--- src/rtl/request_acceptor.sv ---
// Responder side of request/accept/cancel: accept strobe ACCEPT_DELAY cycles after request, then BUSY_CYCLES of busy.
// No backpressure: requests arriving while a transaction is in flight are dropped and flagged as overrun.
module request_acceptor #(
    parameter int ACCEPT_DELAY = 4,
    parameter int BUSY_CYCLES  = 8
) (
    input  logic        clk,
    input  logic        rst,
    input  logic        request,
    input  logic        cancel,
    output logic        accept,
    output logic        busy,
    output logic        done,
    output logic        dropped,
    output logic        overrun,
    output logic [15:0] accept_cnt,
    output logic [15:0] drop_cnt
);

    if (ACCEPT_DELAY < 4 || ACCEPT_DELAY > 255) begin : g_bad_accept_delay
        $error("request_acceptor: ACCEPT_DELAY must be in 4..255");
    end
    if (BUSY_CYCLES < 1 || BUSY_CYCLES > 65535) begin : g_bad_busy_cycles
        $error("request_acceptor: BUSY_CYCLES must be in 1..65535");
    end

    typedef enum logic [1:0] {
        S_IDLE,
        S_WAIT,
        S_ACC,
        S_BUSY
    } state_t;

    // WAIT spans ACCEPT_DELAY-1 cycles, so the delay counter tops out at ACCEPT_DELAY-2.
    localparam logic [7:0]  WAIT_LAST = 8'(ACCEPT_DELAY - 2);
    localparam logic [15:0] BUSY_LOAD = 16'(BUSY_CYCLES - 1);

    state_t      state_q;
    logic [7:0]  dly_cnt_q;
    logic [15:0] busy_cnt_q;
    logic        accept_q;
    logic        busy_q;
    logic        done_q;
    logic        dropped_q;
    logic        overrun_q;
    logic [15:0] accept_cnt_q;
    logic [15:0] drop_cnt_q;

    always_ff @(posedge clk) begin
        if (rst) begin
            state_q      <= S_IDLE;
            dly_cnt_q    <= '0;
            busy_cnt_q   <= '0;
            accept_q     <= 1'b0;
            busy_q       <= 1'b0;
            done_q       <= 1'b0;
            dropped_q    <= 1'b0;
            overrun_q    <= 1'b0;
            accept_cnt_q <= '0;
            drop_cnt_q   <= '0;
        end else begin
            accept_q  <= 1'b0;
            done_q    <= 1'b0;
            dropped_q <= 1'b0;
            overrun_q <= request && (state_q != S_IDLE);
            case (state_q)
                S_IDLE: begin
                    if (request) begin
                        state_q   <= S_WAIT;
                        dly_cnt_q <= '0;
                    end
                end
                S_WAIT: begin
                    if (cancel) begin
                        state_q    <= S_IDLE;
                        dropped_q  <= 1'b1;
                        drop_cnt_q <= drop_cnt_q + 16'd1;
                    end else if (dly_cnt_q == WAIT_LAST) begin
                        state_q  <= S_ACC;
                        accept_q <= 1'b1;
                    end else begin
                        dly_cnt_q <= dly_cnt_q + 8'd1;
                    end
                end
                S_ACC: begin
                    if (cancel) begin
                        state_q    <= S_IDLE;
                        dropped_q  <= 1'b1;
                        drop_cnt_q <= drop_cnt_q + 16'd1;
                    end else begin
                        state_q      <= S_BUSY;
                        busy_q       <= 1'b1;
                        busy_cnt_q   <= BUSY_LOAD;
                        done_q       <= (BUSY_LOAD == 16'd0);
                        accept_cnt_q <= accept_cnt_q + 16'd1;
                    end
                end
                S_BUSY: begin
                    // busy_cnt_q counts remaining busy cycles after the current one.
                    if (busy_cnt_q == 16'd0) begin
                        state_q <= S_IDLE;
                        busy_q  <= 1'b0;
                    end else begin
                        busy_cnt_q <= busy_cnt_q - 16'd1;
                        done_q     <= (busy_cnt_q == 16'd1);
                    end
                end
                default: state_q <= S_IDLE;
            endcase
        end
    end

    assign accept     = accept_q;
    assign busy       = busy_q;
    assign done       = done_q;
    assign dropped    = dropped_q;
    assign overrun    = overrun_q;
    assign accept_cnt = accept_cnt_q;
    assign drop_cnt   = drop_cnt_q;

endmodule

--- config.mk ---
export PLATFORM = sky130hd
export DESIGN_NAME = request_acceptor
export DESIGN_NICKNAME = d
export VERILOG_FILES = /design/src/rtl/request_acceptor.sv
export SDC_FILE = /design/constraint.sdc
export NUM_CORES = 1
export LEC_CHECK = 0
export CORE_MARGIN = 4
export CORE_UTILIZATION = 50
export DETAILED_ROUTE_END_ITERATION = 10
export PLACE_DENSITY = 0.7
export REMOVE_ABC_BUFFERS = 1
export SLEW_MARGIN = 20
export SYNTH_ARGS = -nofsm -noshare
export SYNTH_HDL_FRONTEND = slang
export SYNTH_SLANG_ARGS = --single-unit
--- constraint.sdc ---
create_clock -name clk -period 2.5 [get_ports clk]
set_clock_uncertainty 0.2 [all_clocks]
set_input_delay 0.375 -clock clk [delete_from_list [all_inputs] [get_ports clk]]
set_output_delay 0.375 -clock clk [all_outputs]
set_load 0.02 [all_outputs]
---- Word-level counts from Yosys, hierarchy flattened ----
Cells that the tools add are included.
word-level totals
  output and inout bits ................... 37
  bits in registers ....................... 63
operators by class
  eq/ne operators ......................... 12
  reductions and logical operators ........ 16
  bitwise operators ....................... 4
  add/sub/neg operators ................... 4
  mux-type cells .......................... 18
operator list
  cell                                                 number
  adder 16 x 1 -> 16 bit (second input constant)       2
  2-to-1 mux 16 bit                                    2
  case mux 16 bit (2 select lines)                     1
  2-to-1 mux 8 bit                                     3
  == test 16 x 1 -> 1 bit (second input constant)      1
  zero test 16 bit                                     1
  case mux 8 bit (2 select lines)                      1
  subtractor 16 x 1 -> 16 bit (second input constant)  1
  != test 2 bit (second input constant)                6
  2-to-1 mux 2 bit                                     5
  AND reduction 3 bit                                  3
  adder 8 x 1 -> 8 bit (second input constant)         1
  == test 8 x 2 -> 1 bit (second input constant)       1
  case mux 2 bit (4 select lines)                      1
  nonzero test 2 bit                                   3
  OR reduction 3 bit                                   2
  == test 2 bit (second input constant)                2
  2-to-1 mux 1 bit                                     4
  inverter 1 bit                                       4
  AND reduction 2 bit                                  2
  AND reduction 4 bit                                  1
  OR reduction 2 bit                                   2
  != test 3 bit (second input constant)                1
  == test 2 x 1 -> 1 bit (second input constant)       1
  other kinds (3)                                      3

---- Longest topological paths before layout ----
Gate-level depths: netlist of the first run.
  word-level depth ........................ 4
  gate-level depth with buffers ........... 8

---- Worst setup path before layout of the first run ----
No wires, ideal clock.
  path type ............................... reg2reg
  start point ............................. reg dly_cnt_q[1]
  end point ............................... reg state_q[1]
  stages on the path, launching flop included .. 6
  setup slack ............................. 0.340 ns
  clock period less this slack ............ 2.160 ns
  arrival time ............................ 1.825 ns
  buffers on the path ..................... 0
  cell sequence ........................... dfxtp_1 > ha_1 > or4b_2 > o21a_1 > o311ai_0 > o41ai_1
between the ends
  cells in the longest elaborated chain, start to end .. 3
RTL lines
  element                               line  RTL
  start: declaration                    39    logic [7:0] dly_cnt_q;
  start signal: assignment              82    dly_cnt_q <= dly_cnt_q + 8'd1;
  == test 8 x 2 -> 1 bit                78    end else if (dly_cnt_q == WAIT_LAST) begin
  != test 3 bit (no source line)        n/a
  AND reduction 3 bit (no source line)  n/a
  end signal: assignment                75    state_q <= S_IDLE;
  end signal: assignment                79    state_q <= S_ACC;
  end signal: assignment                87    state_q <= S_IDLE;
  end: declaration                      38    state_t state_q;
Every way passes these cells.
A chain may end at the register's enable or synchronous reset.

---- Final worst setup path of the first run ----
  start point ............................. reg dly_cnt_q[1]
  end point ............................... reg state_q[0]
The elaborated chain is that of the path after synthesis.

==> flow_metrics.py, run 1 <==
metrics = {
    "timing": {
        "grt_setup_unrepaired": "false",
        "finalSetupViolations": 0,
        "maxSlewHeadroom_pct": 63.76,
        "fmax_mhz": 429.1,
        "worst_hold_margin_ns": 0.2764,
        "tns_ns": 0,
        "timing_worst_slew_pin_value_ns": 0.5431,
        "layout_worst_path_cycle_share_pct": 93.23,
        "final-max-slew-violation-count": 0,
        "hold_viol": 0,
        "post-route-min-period_ns": 2.331,
    },
    "critical_path": {
        "cp.required_ns": 2.57,
        "rrSetupSlack_ns": 0.17,
        "critPathLaunch": "dly_cnt_q[1]$_SDFFE_PP0P_",
        "startpoint_kind_of_the_worst_setup_timing_path": "flop",
        "cp_num_buf_inv": 0,
        "worst_path_dominant_cell_family": "simple AND/OR/NAND/NOR gates",
        "crit-reg2reg-launch": "dly_cnt_q[1]$_SDFFE_PP0P_",
        "critical_path_arrival_ns": 2.40,
        "end_kind": "flop",
        "timing_worst_setup_path_type": "reg2reg",
        "crit_chain": "ha_1 -> or4b_2 -> o21a_1 -> or3_1 -> a21oi_1",
        "critical-path-slowest-cell": "or4b_2",
        "crit_path_max_incr_delay_ns": 0.65,
        "cp_max_fo": 7,
    },
    "detailed_routing": {
        "dr_total_vias": 2946,
        "remaining_drcs": 0,
        "drtAntennaViolNets": 0,
        "wirelength_mm": 7.472,
        "drt_first_iter_violations": 147,
        "drt_pre_antenna_iters": 6,
        "routed_wire_per_std_cell_um": 14.94,
        "post_drt_via_cell_ratio": 5.892,
    },
    "floorplanning": {
        "fp.dieArea_um2": 7638,
        "boundaryPins": 41,
        "starting_density_of_the_core_pct": 52.30,
        "die_width_um": 87.40,
        "die_h_um": 87.40,
        "core_area_um2": 6026,
        "fp-row-count": 28,
    },
    "grt": {
        "grt_pass1_vias": 2904,
        "grt_first_pass_wirelength_mm": 12.98,
        "grt_antenna_before_repair": 0,
        "grt_start_max_net_pins": 41,
        "global_route.usage.total_pct": 21.29,
        "globalRouteOverflowTotal": 0,
    },
    "status": {
        "status": "completed",
    },
    "synth": {
        "yosysSeqAreaShare_pct": 40.02,
        "synthDominantCellAreaShare_pct": 40.02,
        "synth_cells": 361,
        "synth-edff-count": 0,
        "ys_dominant_reg_cell": "dfxtp_1",
        "synthesis.area_um2": 3152,
        "async_reset_ff_share_pct": 0,
        "ys_warn_count": 0,
        "synth.top_cells.by_area": "dfxtp_1, or3_1, a21oi_1",
        "avgSynthCellArea_um2": 8.731,
        "synth_cell_types": 53,
        "yosys_reg_bits": 63,
        "netlist.top_cell.by_area": "dfxtp_1",
    },
    "clocking": {
        "ctsResizeCount": 0,
        "clk_pin_slew_worst_paths_ns": 0.07,
        "clock_tree.buffer_depth": 2,
        "numClockSinks": 63,
        "ctsHoldBuffers": 0,
        "clock_h_tree_levels": 3,
        "inserted_clock_buffers": 9,
        "post_cts_buffers": 0,
        "clkLatencyLatePin_ns": 0.34,
        "cts_root_buffer": "clkbuf_8",
        "tritoncts": "done",
    },
    "layout": {
        "flow.area_growth_from_synthesis_pct": 25.05,
        "share_of_final_layout_standard_cells_stronger_than_drive_strength_1_pct": 11.53,
        "fill_cells": 527,
        "antennaDiodeCount": 0,
        "sequential_cell_area_um2": 1261,
        "final_nets": 434,
        "area_of_the_multi_input_gates_um2": 1777,
    },
    "placed_design": {
        "gpl.final_weighted_congestion": 0.7964,
        "port-buffer-count": 40,
        "post_dp_hpwl_mm": 5.345,
    },
    "power_and_ir_drop": {
        "power_w": 0.002042,
        "ir_worst_vdd_v": 0.0004253,
        "leakage_nw": 1.437,
        "power_density_nw_per_um2": 518.0,
    },
    "min_path": {
        "hold_path.startpoint": "drop_cnt[15]$_SDFFE_PP0P_",
        "hold_class": "reg2reg",
    },
    "run": {
        "cap_viol_max_count": 0,
    },
}
[placed cells by master, fill, tap and decap left out, types with 6 or more instances in the layout]
cell type | synthesis | layout
xnor2_1 | 6 | 6
nand4_1 | 15 | 15
xor2_1 | 15 | 15
buf_4 | 0 | 19
or3_1 | 24 | 24
o41ai_1 | 6 | 6
inv_1 | 13 | 13
mux2i_1 | 7 | 7
nand3_1 | 15 | 15
clkdlybuf4s50_1 | 0 | 40
a21oi_1 | 28 | 28
dfxtp_1 | 63 | 63
nor4_1 | 7 | 7
nand2_1 | 23 | 23
clkbuf_8 | 1 | 10
ha_1 | 10 | 10
o21ai_0 | 16 | 16
nor2_1 | 30 | 30
[logic make-up (layout without fill, tap and decap cells)]
family	after synthesis	after routing	synth area share, %
mux	7	7	2.223
simple gates	161	161	29.18
flops	63	63	40.02
buf+inv	25	89	3.613
fa+ha+maj	10	10	3.970
xor+xnor	21	21	5.836
compound gates	74	74	15.17
[power by group]
group / leakage (nW) / internal, W / switching, W
registers: 0.508 / 0.00101 / 0.0000101
clock network: 0.0981 / 0.000482 / 0.000404
logic: 0.831 / 0.0000562 / 0.0000772
[metal layers]
metal  GRT usage, %  share of wire [%]  vias up
li1               -                  -     1469
met1          26.72                 47     1399
met2          33.42                 46       65
met3          6.149                5.0       13
met4          10.04                1.9        0
met5              0                  0        -
[cell usage after synthesis, types with 4 or more instances]
library cell	count
or3_1	24
o31ai_1	4
nor3_1	5
and2_1	5
nand3_1	15
xor2_1	15
a21oi_1	28
dfxtp_1	63
mux2i_1	7
xnor2_1	6
nor4_1	7
ha_1	10
nand2_1	23
or4_1	5
inv_1	13
nand4_1	15
o41ai_1	6
nor2_1	30
o21ai_0	16
o2111ai_1	5
and4_1	5
clkbuf_1	7
[state kept, by name, indices dropped and copies added, names as in the netlist]
register,cells
accept,1
accept_cnt,16
busy,1
busy_cnt_q,16
dly_cnt_q,8
done,1
drop_cnt,16
dropped,1
overrun,1
state_q,2
[cell type report]
class	count	area share [%]
timing repair buffer	60	14.29
clock inverter	6	1.524
sequential	63	32.00
clock buffer	10	3.492
multi-input combinational	273	45.08
inverter	13	1.238
tap	75	2.381
[metrics by stage]
step | utilization, % | std cells | cell area, um2 | setup slack [ns]
after CTS | 65.41 | 500 | 3941 | 0.1778
after detailed placement | 62.13 | 484 | 3744 | 0.1330
after global routing | 65.41 | 500 | 3941 | 0.05969
after floorplan | - | 349 | 3087 | 0.3400
final | 65.41 | 500 | 3941 | 0.1693
after global placement | 62.13 | 484 | 3744 | 0.1867
[worst paths after layout]
check | end | depth (start not counted)
worst max register to register | state_q[0]$_SDFFE_PP0P_ | 5
worst min register to register | drop_cnt[15]$_SDFFE_PP0P_ | 2
worst min-delay path | drop_cnt[15]$_SDFFE_PP0P_ | 2
worst max-delay path | state_q[0]$_SDFFE_PP0P_ | 5
[worst register-to-register path, cell delays in order, from the launching register on]
cell     delay, ns
dfxtp_1       0.42
ha_1          0.17
or4b_2        0.65
o21a_1        0.30
or3_1         0.37
a21oi_1       0.15
(Power assumes the default switching activity.)
==> run 2, diff against run 1 <==
- CTS_CLUSTER_DIAMETER: default -> 80
- REMOVE_ABC_BUFFERS: 1 -> default
==> flow_metrics.py, run 2 (synthesis gave the netlist of run 1 again) <==
metrics = {
    "status": {
        "status": "completed",
    },
    "power_and_ir_drop": {
        "power_switching_w": 0.0004601,
        "power_density_nw_per_um2": 540.0,
        "p_int_w": 0.001682,
        "switching_share_pct": 21.48,
        "power.share.sequential_pct": 47.7,
        "leakage_nw": 1.450,
        "ir_worst_vdd_v": 0.0003276,
        "power.share.combinational_pct": 6.0,
        "power.share.clock_pct": 46.3,
    },
    "critical_path": {
        "worst_path_dominant_cell_family": "compound AO/OA/AOI/OAI gates",
        "cp_max_fo": 7,
        "crit_path_max_incr_delay_ns": 0.64,
        "cp.required_ns": 2.51,
        "crit_chain": "ha_1 -> or4b_2 -> o21a_1 -> o311ai_0 -> o41ai_1",
        "critical-path-slowest-cell": "or4b_2",
        "timing_worst_setup_path_type": "reg2reg",
        "startpoint_kind_of_the_worst_setup_timing_path": "flop",
        "crit-reg2reg-launch": "dly_cnt_q[1]$_SDFFE_PP0P_",
        "critPathLaunch": "dly_cnt_q[1]$_SDFFE_PP0P_",
        "cp_num_buf_inv": 0,
        "critical_path_arrival_ns": 2.32,
        "end_kind": "flop",
    },
    "clocking": {
        "tritoncts": "done",
        "clk_pin_slew_worst_paths_ns": 0.07,
        "numClockSinks": 63,
        "clock_h_tree_levels": 3,
        "ctsHoldBuffers": 0,
        "ctsResizeCount": 0,
        "clkLatencyLatePin_ns": 0.33,
        "cts_root_buffer": "clkbuf_8",
        "clock_tree.buffer_depth": 2,
        "inserted_clock_buffers": 9,
        "post_cts_buffers": 0,
    },
    "floorplanning": {
        "die_width_um": 87.40,
        "fp.dieArea_um2": 7638,
        "boundaryPins": 41,
        "starting_density_of_the_core_pct": 52.30,
        "fp-row-count": 28,
        "core_area_um2": 6026,
        "die_h_um": 87.40,
    },
    "detailed_routing": {
        "drt-met1-wl_mm": 3.329,
        "wirelength_mm": 7.050,
        "post_drt_via_cell_ratio": 5.776,
        "drt_first_iter_violations": 107,
        "dr_wl_met3_um": 355,
        "drt_pre_antenna_iters": 4,
        "highest-signal-layer": "met4",
        "dr_total_vias": 2888,
        "routed_wire_per_std_cell_um": 14.10,
        "met2_length_mm": 3.290,
        "remaining_drcs": 0,
        "drtAntennaViolNets": 0,
    },
    "timing": {
        "hold_viol": 0,
        "worst_hold_margin_ns": 0.2809,
        "layout_worst_path_cycle_share_pct": 92.28,
        "maxSlewHeadroom_pct": 67.52,
        "final-max-slew-violation-count": 0,
        "post-route-min-period_ns": 2.307,
        "finalSetupViolations": 0,
        "timing_worst_slew_pin_value_ns": 0.4857,
        "grt_setup_unrepaired": "false",
        "tns_ns": 0,
        "fmax_mhz": 433.4,
    },
    "layout": {
        "area_of_the_multi_input_gates_um2": 1777,
        "sequential_cell_area_um2": 1261,
        "flow.area_growth_from_synthesis_pct": 25.88,
        "antennaDiodeCount": 0,
        "final_nets": 434,
        "postLayoutCoreUtil_pct": 65.84,
        "most_frequent_cells_in_the_layout": "dfxtp_1, clkdlybuf4s50_1, nor2_1",
        "share_of_final_layout_standard_cells_stronger_than_drive_strength_1_pct": 11.06,
        "mostFrequentLayoutCell": "dfxtp_1",
        "fill_cells": 492,
        "final_instance_count_excl_fillers": 500,
        "fin_area_um2": 3968,
    },
    "placed_design": {
        "placedInstanceArea_um2": 3744,
        "gpl.final_weighted_congestion": 0.8192,
        "dp.cells": 484,
        "post_dp_hpwl_mm": 5.152,
        "port-buffer-count": 40,
    },
    "min_path": {
        "hold_class": "reg2reg",
        "hold_path.startpoint": "busy_cnt_q[15]$_SDFFE_PP0P_",
    },
    "grt": {
        "global_route.usage.total_pct": 19.91,
        "grt_pass1_vias": 2686,
        "globalRouteOverflowTotal": 0,
        "grt_first_pass_wirelength_mm": 12.36,
        "grt_start_max_net_pins": 20,
        "grt_antenna_before_repair": 0,
    },
    "synth": {
        "post_synth_net_total": 375,
    },
    "run": {
        "cap_viol_max_count": 0,
    },
}
==> run 2: path summary, 6_finish.rpt <==
kind | end | slack, ns | depth (start not counted)
worst max-delay path | state_q[1]$_SDFFE_PP0P_ | 0.19 | 5
worst min register to register | busy_cnt_q[15]$_SDFFE_PP0P_ | 0.28 | 2
worst min-delay path | busy_cnt_q[15]$_SDFFE_PP0P_ | 0.28 | 2
worst max register to register | state_q[1]$_SDFFE_PP0P_ | 0.19 | 5
==> run 2: worst reg2reg max path, stage by stage (launching register included) <==
cell      delay [ns]
dfxtp_1         0.42
ha_1            0.17
or4b_2          0.64
o21a_1          0.29
o311ai_0        0.34
o41ai_1         0.12
==> run 2: final cells by class <==
cell class / instances / area share (%)
Multi-Input combinational cell: 273 / 44.78
Sequential cell: 63 / 31.79
Timing Repair Buffer: 60 / 14.19
Clock buffer: 13 / 4.005
Tap cell: 75 / 2.365
Clock inverter: 3 / 1.640
Inverter: 13 / 1.230
==> run 2: metrics by stage <==
| stage | power (W) | setup WS, ns |
|---|---|---|
| after CTS | 0.002165 | 0.1836 |
| final | 0.002143 | 0.1929 |
| after detailed placement | 0.001173 | 0.08720 |
| after global placement | 0.001172 | 0.1474 |
| after global routing | 0.002226 | 0.04731 |
| after floorplan | 0.001122 | 0.3400 |
==> run 2: power by group through the flow <==
stage	logic (W)	clock network, W	registers [W]
2_1_floorplan	0.0000745	0	0.00105
3_3_place_gp	0.000127	0	0.00104
3_5_place_dp	0.000128	0	0.00104
4_1_cts	0.000130	0.00101	0.00102
5_1_grt	0.000144	0.00106	0.00102
6_report	0.000129	0.000991	0.00102
==> run 2: metal layers <==
| layer | track usage [%] | vias to the layer above |
|---|---|---|
| met1 | 26.65 | 1339 |
| met4 | 6.555 | 0 |
| met5 | 0 | - |
| met2 | 31.64 | 71 |
| li1 | - | 1466 |
| met3 | 4.447 | 12 |
==> run 3, diff against run 2 <==
- clock period: 2.5 -> 2.9 ns (I/O delays scaled with it)
==> flow_metrics.py, run 3 (synthesis gave the netlist of run 1 again) <==
metrics = {
    "power_and_ir_drop": {
        "switching_share_pct": 23.83,
        "power.share.sequential_pct": 50.6,
        "power_switching_w": 0.0004147,
        "power_w": 0.001740,
        "power.share.clock_pct": 43.6,
        "power_density_nw_per_um2": 452.7,
        "p_int_w": 0.001326,
        "leakage_nw": 1.373,
        "power.share.combinational_pct": 5.8,
        "ir_worst_vdd_v": 0.0002440,
    },
    "critical_path": {
        "rr_worst_depth": 5,
        "reg2reg_to": "state_q[1]$_SDFFE_PP0P_",
        "cp.required_ns": 2.91,
        "end_kind": "flop",
        "cp_max_fo": 7,
        "timing_worst_setup_path_type": "reg2reg",
        "crit-reg2reg-launch": "dly_cnt_q[1]$_SDFFE_PP0P_",
        "rrSetupSlack_ns": 0.54,
        "critical_path_arrival_ns": 2.37,
        "startpoint_kind_of_the_worst_setup_timing_path": "flop",
    },
    "floorplanning": {
        "boundaryPins": 41,
        "die_h_um": 87.40,
        "fp-row-count": 28,
        "fp.dieArea_um2": 7638,
        "core_area_um2": 6026,
        "starting_density_of_the_core_pct": 52.30,
        "die_width_um": 87.40,
    },
    "clocking": {
        "cts_root_buffer": "clkbuf_8",
        "inserted_clock_buffers": 9,
        "ctsResizeCount": 0,
        "clkLatencyLatePin_ns": 0.34,
        "ctsHoldBuffers": 0,
        "clock_h_tree_levels": 3,
        "numClockSinks": 63,
        "tritoncts": "done",
        "post_cts_buffers": 0,
        "clk_pin_slew_worst_paths_ns": 0.08,
        "clock_tree.buffer_depth": 2,
    },
    "layout": {
        "most_frequent_cells_in_the_layout": "dfxtp_1, clkdlybuf4s50_1, nor2_1",
        "area_of_the_multi_input_gates_um2": 1777,
        "flow.area_growth_from_synthesis_pct": 21.99,
        "sequential_cell_area_um2": 1261,
        "antennaDiodeCount": 0,
        "fin_area_um2": 3845,
        "share_of_final_layout_standard_cells_stronger_than_drive_strength_1_pct": 8.959,
        "fill_cells": 524,
        "final_instance_count_excl_fillers": 488,
        "mostFrequentLayoutCell": "dfxtp_1",
        "final_nets": 423,
    },
    "grt": {
        "global_route.usage.total_pct": 19.09,
        "grt_util_met1_pct": 24.81,
        "grt_first_pass_wirelength_mm": 11.69,
        "globalRouteOverflowTotal": 0,
        "grt_start_max_net_pins": 26,
        "grt_pass1_vias": 2557,
        "met3_usage_pct": 3.784,
        "groute.layer.met2.usage_pct": 29.45,
        "grt_antenna_before_repair": 0,
        "grt_busiest_layer": "met2",
    },
    "timing": {
        "maxSlewHeadroom_pct": 55.20,
        "fmax_mhz": 424.6,
        "worst_hold_margin_ns": 0.2794,
        "final-max-slew-violation-count": 0,
        "layout_worst_path_cycle_share_pct": 81.21,
        "hold_viol": 0,
        "finalSetupViolations": 0,
        "post-route-min-period_ns": 2.355,
        "tns_ns": 0,
        "grt_setup_unrepaired": "false",
        "timing_worst_slew_pin_value_ns": 0.6665,
    },
    "placed_design": {
        "placedInstanceArea_um2": 3649,
        "port-buffer-count": 40,
        "post_dp_hpwl_mm": 4.915,
        "dp.cells": 473,
        "gpl.final_weighted_congestion": 0.8454,
    },
    "detailed_routing": {
        "post_drt_via_cell_ratio": 5.809,
        "routed_wire_per_std_cell_um": 14.23,
        "dr_total_vias": 2835,
        "remaining_drcs": 0,
        "drtAntennaViolNets": 0,
        "wirelength_mm": 6.946,
        "drt_pre_antenna_iters": 4,
        "drt_first_iter_violations": 126,
    },
    "synth": {
        "post_synth_net_total": 375,
    },
    "min_path": {
        "whs_endpoint": "busy_cnt_q[15]$_SDFFE_PP0P_",
        "worst_hold_path.num_cells": 2,
        "hold_class": "reg2reg",
        "hold_path.startpoint": "busy_cnt_q[15]$_SDFFE_PP0P_",
    },
    "status": {
        "status": "completed",
    },
    "run": {
        "cap_viol_max_count": 0,
    },
}
run 3: worst max-delay path, cell delays in order (launching register included):
cell	delay [ns]
dfxtp_1	0.42
ha_1	0.18
or4b_2	0.64
o21a_1	0.30
o311ai_0	0.35
o41ai_1	0.13
run 3: area by class of cell:
| cell class | instances | area share [%] |
|---|---|---|
| Inverter | 13 | 1.269 |
| Clock inverter | 5 | 1.529 |
| Timing Repair Buffer | 49 | 12.17 |
| Multi-Input combinational cell | 273 | 46.21 |
| Clock buffer | 10 | 3.580 |
| Sequential cell | 63 | 32.80 |
| Tap cell | 75 | 2.441 |
run 3: power by group through the flow:
stage | Combinational, W | Clock, W | Sequential [W]
floorplan | 0.0000642 | 0 | 0.000903
global placement | 0.0000996 | 0 | 0.000901
detailed placement | 0.000100 | 0 | 0.000901
CTS | 0.000101 | 0.000780 | 0.000881
global route | 0.000113 | 0.000816 | 0.000882
finish | 0.000101 | 0.000758 | 0.000881
run 3: how the worst max path moves through the flow:
stage                                          from                         end
after global routing      dly_cnt_q[1]$_SDFFE_PP0P_     state_q[1]$_SDFFE_PP0P_
after global placement                       cancel  busy_cnt_q[9]$_SDFFE_PP0P_
after CTS                 dly_cnt_q[1]$_SDFFE_PP0P_     state_q[1]$_SDFFE_PP0P_
final                     dly_cnt_q[1]$_SDFFE_PP0P_     state_q[1]$_SDFFE_PP0P_
after detailed placement                     cancel  busy_cnt_q[2]$_SDFFE_PP0P_
after floorplan           dly_cnt_q[1]$_SDFFE_PP0P_     state_q[1]$_SDFFE_PP0P_
run 3: per-stage QoR:
stage | utilization [%] | setup slack (ns)
after floorplan | - | 0.7400
after CTS | 63.81 | 0.5339
after global placement | 60.55 | 0.3524
after detailed placement | 60.55 | 0.3101
final | 63.81 | 0.5448
after global routing | 63.81 | 0.3581
run 3: layer usage:
metal | vias up | part of all wire (%) | wire length (um)
met2 | 54 | 46 | 3198
met5 | - | 0 | 0
met1 | 1328 | 48 | 3343
li1 | 1443 | - | -
met3 | 10 | 3.9 | 274
met4 | 0 | 1.9 | 129
